<file path="config.mk">
export PLATFORM = sky130hd
export DESIGN_NAME = rr_mux_arbiter
export DESIGN_NICKNAME = d
export VERILOG_FILES = /design/src/rtl/rr_mux_arbiter_pkg.sv /design/src/rtl/rr_mux_arbiter_mux2to1.sv /design/src/rtl/rr_mux_arbiter.sv
export SDC_FILE = /design/constraint.sdc
export NUM_CORES = 1
export LEC_CHECK = 0
export CELL_PAD_IN_SITES_DETAIL_PLACEMENT = 1
export CELL_PAD_IN_SITES_GLOBAL_PLACEMENT = 1
export CORE_UTILIZATION = 40
export CTS_BUF_LIST = sky130_fd_sc_hd__clkbuf_8 sky130_fd_sc_hd__clkbuf_16
export DETAILED_ROUTE_END_ITERATION = 6
export DONT_BUFFER_PORTS = 1
export HOLD_SLACK_MARGIN = 0.03
export PLACE_DENSITY_LB_ADDON = 0.1
export SLEW_MARGIN = 5
export SYNTH_ARGS = -nofsm -noshare
export SYNTH_HDL_FRONTEND = slang
export SYNTH_SLANG_ARGS = --single-unit
</file>
<file path="constraint.sdc">
create_clock -name clk -period 4.6 [get_ports clk]
set_input_delay 0.46 -clock clk [delete_from_list [all_inputs] [get_ports clk]]
set_output_delay 0.46 -clock clk [all_outputs]
set_load 0.01 [all_outputs]
</file>
<file path="src/rtl/rr_mux_arbiter_pkg.sv">
// Shared encodings and helpers for the two-requester round-robin mux arbiter.
// The state encoding doubles as the grant vector, so RTL and bench agree on both.
package rr_mux_arbiter_pkg;

  localparam logic [1:0] S_IDLE = 2'b00;
  localparam logic [1:0] S_OWN0 = 2'b01;
  localparam logic [1:0] S_OWN1 = 2'b10;

  typedef enum logic [1:0] {
    ST_IDLE = S_IDLE,
    ST_OWN0 = S_OWN0,
    ST_OWN1 = S_OWN1
  } state_e;

  // Hold counter must represent 0..HOLD_MAX without wrapping.
  function automatic int cnt_w(input int hold_max);
    return $clog2(hold_max + 1);
  endfunction

endpackage

</file>
<file path="src/rtl/rr_mux_arbiter_mux2to1.sv">
// One-bit 2:1 mux lane; the arbiter instantiates one per data bit.
module rr_mux_arbiter_mux2to1 (
  input  logic a,
  input  logic b,
  input  logic sel,
  output logic y
);

  assign y = sel ? b : a;

endmodule

</file>
<file path="src/rtl/rr_mux_arbiter.sv">
// Two-requester round-robin arbiter owning a shared 2:1 mux, with a bounded
// hold time per grant and a one-cycle timeout pulse on forced release.
module rr_mux_arbiter
  import rr_mux_arbiter_pkg::*;
#(
  parameter int DATA_W   = 1,
  parameter int HOLD_MAX = 8
) (
  input  logic              clk,
  input  logic              reset,
  input  logic [1:0]        req,
  input  logic [1:0]        done,
  input  logic [DATA_W-1:0] data0,
  input  logic [DATA_W-1:0] data1,
  output logic [1:0]        gnt,
  output logic              address,
  output logic [DATA_W-1:0] dataout,
  output logic              valid,
  output logic              timeout
);

  localparam int              CNT_W   = cnt_w(HOLD_MAX);
  localparam logic [CNT_W-1:0] CNT_LIM = CNT_W'(HOLD_MAX - 1);

  state_e            state_q, state_d;
  logic [CNT_W-1:0]  cnt_q, cnt_d;
  logic              last_q, last_d;
  logic              addr_q, addr_d;
  logic              tmo_q, tmo_d;

  logic              own, oth, lim, rel, pick;
  logic [DATA_W-1:0] mux_y;

  assign own = (state_q == ST_OWN1);
  assign oth = ~own;
  assign lim = (cnt_q == CNT_LIM);

  always_comb begin
    state_d = state_q;
    cnt_d   = cnt_q;
    last_d  = last_q;
    addr_d  = addr_q;
    tmo_d   = 1'b0;
    rel     = 1'b0;
    pick    = 1'b0;
    case (state_q)
      ST_IDLE: begin
        if (req != 2'b00) begin
          // On a tie the requester not served last wins.
          pick    = (req == 2'b11) ? ~last_q : req[1];
          state_d = pick ? ST_OWN1 : ST_OWN0;
          addr_d  = pick;
          cnt_d   = '0;
        end
      end
      ST_OWN0, ST_OWN1: begin
        rel = done[own] | ~req[own] | lim;
        if (rel) begin
          last_d = own;
          // Only a release caused purely by the counter counts as a timeout.
          tmo_d  = lim & ~done[own] & req[own];
          if (req[oth]) begin
            state_d = oth ? ST_OWN1 : ST_OWN0;
            addr_d  = oth;
            cnt_d   = '0;
          end else begin
            state_d = ST_IDLE;
          end
        end else begin
          cnt_d = cnt_q + 1'b1;
        end
      end
      default: state_d = ST_IDLE;
    endcase
  end

  always_ff @(posedge clk) begin
    if (reset) begin
      state_q <= ST_IDLE;
      cnt_q   <= '0;
      last_q  <= 1'b1;
      addr_q  <= 1'b0;
      tmo_q   <= 1'b0;
    end else begin
      state_q <= state_d;
      cnt_q   <= cnt_d;
      last_q  <= last_d;
      addr_q  <= addr_d;
      tmo_q   <= tmo_d;
    end
  end

  assign gnt     = 2'(state_q);
  assign valid   = (state_q != ST_IDLE);
  assign address = addr_q;
  assign timeout = tmo_q;

  for (genvar i = 0; i < DATA_W; i++) begin : g_lane
    rr_mux_arbiter_mux2to1 u_mux (
      .a   (data0[i]),
      .b   (data1[i]),
      .sel (addr_q),
      .y   (mux_y[i])
    );
  end

  assign dataout = valid ? mux_y : '0;

endmodule
</file>
==> results of run 1 <==
logic make-up after synthesis:
family	Yosys count
flops	9
buf+inv	7
fa+ha+maj	5
simple gates	20
compound gates	21
mux	6
power by group through the flow:
stage	clock network, W	registers [W]	logic [W]
floorplan	0	0.000107	0.000107
global placement	0	0.000110	0.000129
detailed placement	0	0.000111	0.000128
CTS	0.0000944	0.000110	0.000132
global route	0.0000991	0.000112	0.000148
finish	0.0000913	0.000109	0.000132
stage by stage:
step / total power (W) / utilization / hold WS, ns / instance area [sq um] / std cells
after floorplan: 0.000214 / - / 0.464 / 587 / 68
after global placement: 0.000239 / 0.447 / 0.490 / 597 / 81
after detailed placement: 0.000239 / 0.447 / 0.495 / 597 / 81
after CTS: 0.000336 / 0.481 / 0.284 / 642 / 85
after global routing: 0.000359 / 0.481 / 0.276 / 642 / 85
final: 0.000333 / 0.481 / 0.290 / 642 / 85
cells in the mapped netlist (all sizes together) (2+ instances only):
master | instances | share of area
nand2 | 4 | 0.026
mux2i | 4 | 0.068
a21oi | 5 | 0.043
mux2 | 2 | 0.045
a31oi | 2 | 0.021
dfxtp | 9 | 0.31
nand3 | 3 | 0.026
ha | 5 | 0.11
inv | 5 | 0.032
buf | 2 | 0.015
a311oi | 2 | 0.030
o21ai | 6 | 0.051
nor2 | 4 | 0.026
nand2b | 3 | 0.032
sequential cells by signal, indices dropped and copies added, names as in the netlist:
signal	cells
cnt_q	4
gnt	2
address	1
last_q	1
timeout	1
final cells by class:
class,count,area (sq um),area share
multi-input combinational,52,379,0.591
sequential,9,180,0.281
clock buffer,3,41.3,0.0643
inverter,5,18.8,0.0292
tap,15,18.8,0.0292
clock inverter,1,3.75,0.00585
layout by cell type, fill, tap and decap left out, types with 2 or more instances in the layout:
cell type  n
nand2_1    4
o21ai_0    6
dfxtp_1    9
a21oi_1    5
nand2b_1   3
a311oi_1   2
nor2_1     4
inv_1      6
nand3_1    3
a31oi_1    2
ha_1       5
mux2i_1    4
clkbuf_8   3
routing by layer:
metal  share of wire  vias up  global-route usage
met4           0.013        0               0.108
met3           0.042        2              0.0833
met2            0.46       15               0.367
met1            0.49      262               0.287
li1                -      257                   -
met5               0        -                   0
how the worst max path moves through the flow:
stage	cells after the start	from	endpoint	slack [ns]
floorplan	6	gnt[0]	gnt[0]	2.72
global placement	6	gnt[0]	gnt[1]	2.54
detailed placement	6	gnt[0]	gnt[1]	2.53
CTS	6	gnt[0]	gnt[1]	2.46
global route	6	gnt[0]	cnt_q[2]	2.32
finish	6	gnt[0]	gnt[1]	2.47
critical path, cell delays in order (launching register included):
cell     delay, ns
dfxtp_1       0.41
inv_1         0.11
ha_1          0.27
mux2_4        0.34
and4_4        0.24
or4b_1        0.53
a21oi_1       0.16
==> flow_summary.ini, run 1 <==
[logic_synthesis]
syn_avg_cell_area_sq_um = 8.63
synth_nets = 81
synthArstFlopShare = 0
synth_flop_cell = dfxtp_1
synthAdderAreaFrac = 0.107
synth_cells = 68
synth-seq-cells = 9
yosys_warnings = 0
synth_top_family_by_area = compound AO/OA/AOI/OAI gates
synth_xor_area_frac = 0
synth_area_sq_um = 587
synth_compound_area_frac = 0.237
ys_types = 28
muxShareOfSynthArea = 0.113
yosys.area_share.simple = 0.190
synth_edf_count = 0
synth_seq_area_share = 0.307

[clock_tree]
clkTransAtPathRegs_ns = 0.05
hold_buffers = 0
tritoncts = built
clockBufferDepth = 2
ctsResizeCount = 0
root_buffer = clkbuf_8
h-tree-depth = 1
clock_sinks = 9
postCtsSetupRepairBufs = 0
cts_made_buffers = 3
clock_latency_ns = 0.23

[floorplanning]
fp.dieW_microns = 40.3
ios = 14
core-area_sq_mm = 0.00133
die_h_microns = 40.3
rows = 13
start_util = 0.440
dieArea_sq_mm = 0.00162

[placement]
port_buffers = 0
dp_hpwl_microns = 1040
dpl_worst_slack_ns = 2.53
gp_congestion = 0.791

[final_layout]
area_growth_pct = 9.38
n_fill_cell = 167
finalNetCount = 84
antenna_cells = 0
drive_gt1_frac = 0.114

[critical_path]
required_ns = 4.76
start_kind = register
worstPathArrival_ns = 2.29
r2r-start = gnt[0]
regToRegSetupSlack_ns = 2.47
path_class = register to register
cp_max_fo = 12
rr_worst_depth = 6
timing.rr.end = gnt[1]
endpoint_kind = register

[route]
via_count = 536
wl_per_cell_microns = 17.8
antenna_left = 0
drc = 0
wirelength_microns = 1520
first_iter_violations = 20
viasPerCell = 6.31
drt_pass1_iterations = 4

[sta]
setup_viol = 0
slew_headroom = 0.665
finalHoldViolCount = 0
fin_skew_ns = 0.00219
min_period_over_period = 0.464
fin_tns_setup_ns = 0
worstMarginPinSlew_ns = 0.500
timing.final.ws_setup_ns = 2.47
period_needed_ns = 2.13
finalMaxSlewViolations = 0
max_clock_freq_mhz = 469
rsz0062_at_grt = no

[run_status]
status = completed

[pwr]
clock_power_share = 0.274
leakagePower_nw = 0.260
p_sw_frac = 0.380
peakVddDrop_mv = 0.209
p_switching_w = 0.000126
combinationalPowerShare = 0.398
power_density_mw_per_mm2 = 518
power.internal_w = 0.000206
seqPwrFrac = 0.328

[run]
maxCapViolations = 0

[min_path]
min_to = gnt[0]
hold_path.class = primary input to register
hp-start = reset
holdPathStages = 1

[global_routing]
grt_max_degree = 13
grtUsageTotal = 0.235
grt_first_pass_wirelength_microns = 2370
grt_overflow = 0
grt_pass1_vias = 520
antenna_found_initial = 0
Note: power is estimated with default switching activity, not from simulation.
==> run 2, diff against run 1 <==
--- a/config.mk
+++ b/config.mk
@@ -7,7 +7,7 @@
 export LEC_CHECK = 0
 export CELL_PAD_IN_SITES_DETAIL_PLACEMENT = 1
 export CELL_PAD_IN_SITES_GLOBAL_PLACEMENT = 1
-export CORE_UTILIZATION = 40
+export CORE_UTILIZATION = 38
 export CTS_BUF_LIST = sky130_fd_sc_hd__clkbuf_8 sky130_fd_sc_hd__clkbuf_16
 export DETAILED_ROUTE_END_ITERATION = 6
 export DONT_BUFFER_PORTS = 1
==> constraint.sdc (replaced) <==
create_clock -name clk -period 1.7 [get_ports clk]
set_input_delay 0.17 -clock clk [delete_from_list [all_inputs] [get_ports clk]]
set_output_delay 0.17 -clock clk [all_outputs]
set_load 0.01 [all_outputs]
==> run 2 against run 1 <==
The flow now finishes with violations (negative hold slack, negative setup slack). Setup slack lost 2.6 ns. Power grew to 3.9 times the previous value. Combinational power grew to 5.5 times the previous value. Global-route usage grew 6.7 points. Critical path type unchanged. Largest cell class unchanged.
==> flow_summary.ini, run 2 (synthesis gave the netlist of run 1 again) <==
[final_layout]
finalNetCount = 104
regMostFlops = cnt_q
antenna_cells = 0
multiInputGateArea_sq_um = 484
area_growth_pct = 57.4
largest_reg_flops = 4
seqCellArea_sq_um = 185
drive_gt1_frac = 0.511
n_fill_cell = 146
layout_commonest_cell = buf_4
layout_common_cells = 18 x buf_4, 7 x dfxtp_1
stdcell_count = 105
fin_util = 0.676

[pwr]
peakVddDrop_mv = 0.952
leakagePower_nw = 0.375
power_density_mw_per_mm2 = 1390

[clock_tree]
h-tree-depth = 1
cts_made_buffers = 3
root_buffer = clkbuf_8
tritoncts = built
clock_sinks = 9
clockBufferDepth = 2
clkTransAtPathRegs_ns = 0.05
clock_latency_ns = 0.23

[sta]
finalHoldViolCount = 1
fin_skew_ns = 0.00644
max_clock_freq_mhz = 551
fin_tns_setup_ns = -0.521
timing.final.ws_setup_ns = -0.115
slew_headroom = 0.798
setup_viol = 6
worstMarginPinSlew_ns = 0.301
period_needed_ns = 1.81
finalMaxSlewViolations = 0
min_period_over_period = 1.07
rsz0062_at_grt = yes
whs_ns = -0.0176

[run]
maxCapViolations = 0

[global_routing]
grt_pass1_vias = 629
grt_first_pass_wirelength_microns = 3120
grt_max_degree = 9
grtUsageTotal = 0.302
antenna_found_initial = 0
grt_overflow = 0

[route]
first_iter_violations = 15
met2WireLength_microns = 1210
drc = 0
wl_met3_microns = 109
wirelength_microns = 2330
viasPerCell = 6.25
drt_pass1_iterations = 4
topRoutingLayerUsed = met4
antenna_left = 0
wl_per_cell_microns = 22.2
via_count = 656
wl_met1_microns = 954

[run_status]
status = finished, violations left
violations = negative hold slack, negative setup slack

[placement]
dp.cells = 95
dp_hpwl_microns = 1330
port_buffers = 0
dpl_worst_slack_ns = -0.0506
gp_congestion = 0.821

[critical_path]
endpoint_kind = register
cp_cell_sequence = inv_6, ha_4, mux2_4, and4_4, or4b_1, a21oi_1
required_ns = 1.85
path_class = register to register
cp_slowest_cell = or4b_1
crit_path_max_incr_delay_ns = 0.49
start_kind = register
worstPathArrival_ns = 1.97
cp_max_fo = 5

[floorplanning]
die_h_microns = 41.3
start_util = 0.429
ios = 14
core-area_sq_mm = 0.00137
rows = 13
dieArea_sq_mm = 0.00171
fp.dieW_microns = 41.3

[min_path]
hold_path.class = primary input to register
-- run 2: cell types whose count changed in the layout (fill, tap and decap cells not counted), moves of 2 or more --
cell	previous run	this run
o21ai_2	0	4
buf_4	0	18
ha_4	0	3
dfxtp_1	9	7
o21ai_0	6	2
ha_1	5	1
inv_1	6	4
-- run 2: path summary, 6_finish.rpt --
path         startpoint  slack (ns)        to  cells after the start
max              gnt[0]       -0.11    gnt[1]                      6
min               reset       -0.02    gnt[0]                      1
max reg2reg      gnt[0]       -0.11    gnt[1]                      6
min reg2reg    cnt_q[1]        0.53  cnt_q[1]                      2
-- run 2: metal layers --
metal,up-vias,GRT usage
met5,-,0
met4,0,0.113
met3,10,0.0585
met2,30,0.547
met1,317,0.347
li1,299,-
-- run 2: critical path, delay by kind of cell (launching register included) --
kind / cells / cell delay (ns)
buffers and inverters: 1 / 0.05
DFF: 1 / 0.37
muxes: 1 / 0.32
and+or+nand+nor: 2 / 0.67
AOI/OAI and AO/OA: 1 / 0.16
adders and majority gates: 1 / 0.16
-- run 2: stage by stage --
step,total power [W],instance area [sq um]
finish,0.00128,923
CTS,0.00111,832
detailed placement,0.000795,734
global route,0.00134,923
global placement,0.000781,734
floorplan,0.000610,619
-- run 2: area by class of cell --
cell class	instances	area share
clock buffers	3	0.0447
clock inverters	1	0.00407
inverters	5	0.0257
multi-input cells	52	0.524
flip-flops and latches	9	0.201
well taps	15	0.0203
repair buffers	20	0.180
-- run 2: power breakdown --
part           total (W)  internal [W]  switching [W]  leakage (nW)
registers       0.000306      0.000252      0.0000541        0.0744
clock network   0.000252      0.000158      0.0000942        0.0269
logic           0.000724      0.000368       0.000357         0.274
-- run 2: repair_timing --
action | 4_1_cts | 5_1_grt
setup endpoints to repair | 6 | 8
buffers inserted | 3 | 3
resized for setup | 5 | 15
pin swaps | 4 | 7
hold endpoints to repair | 6 | 6
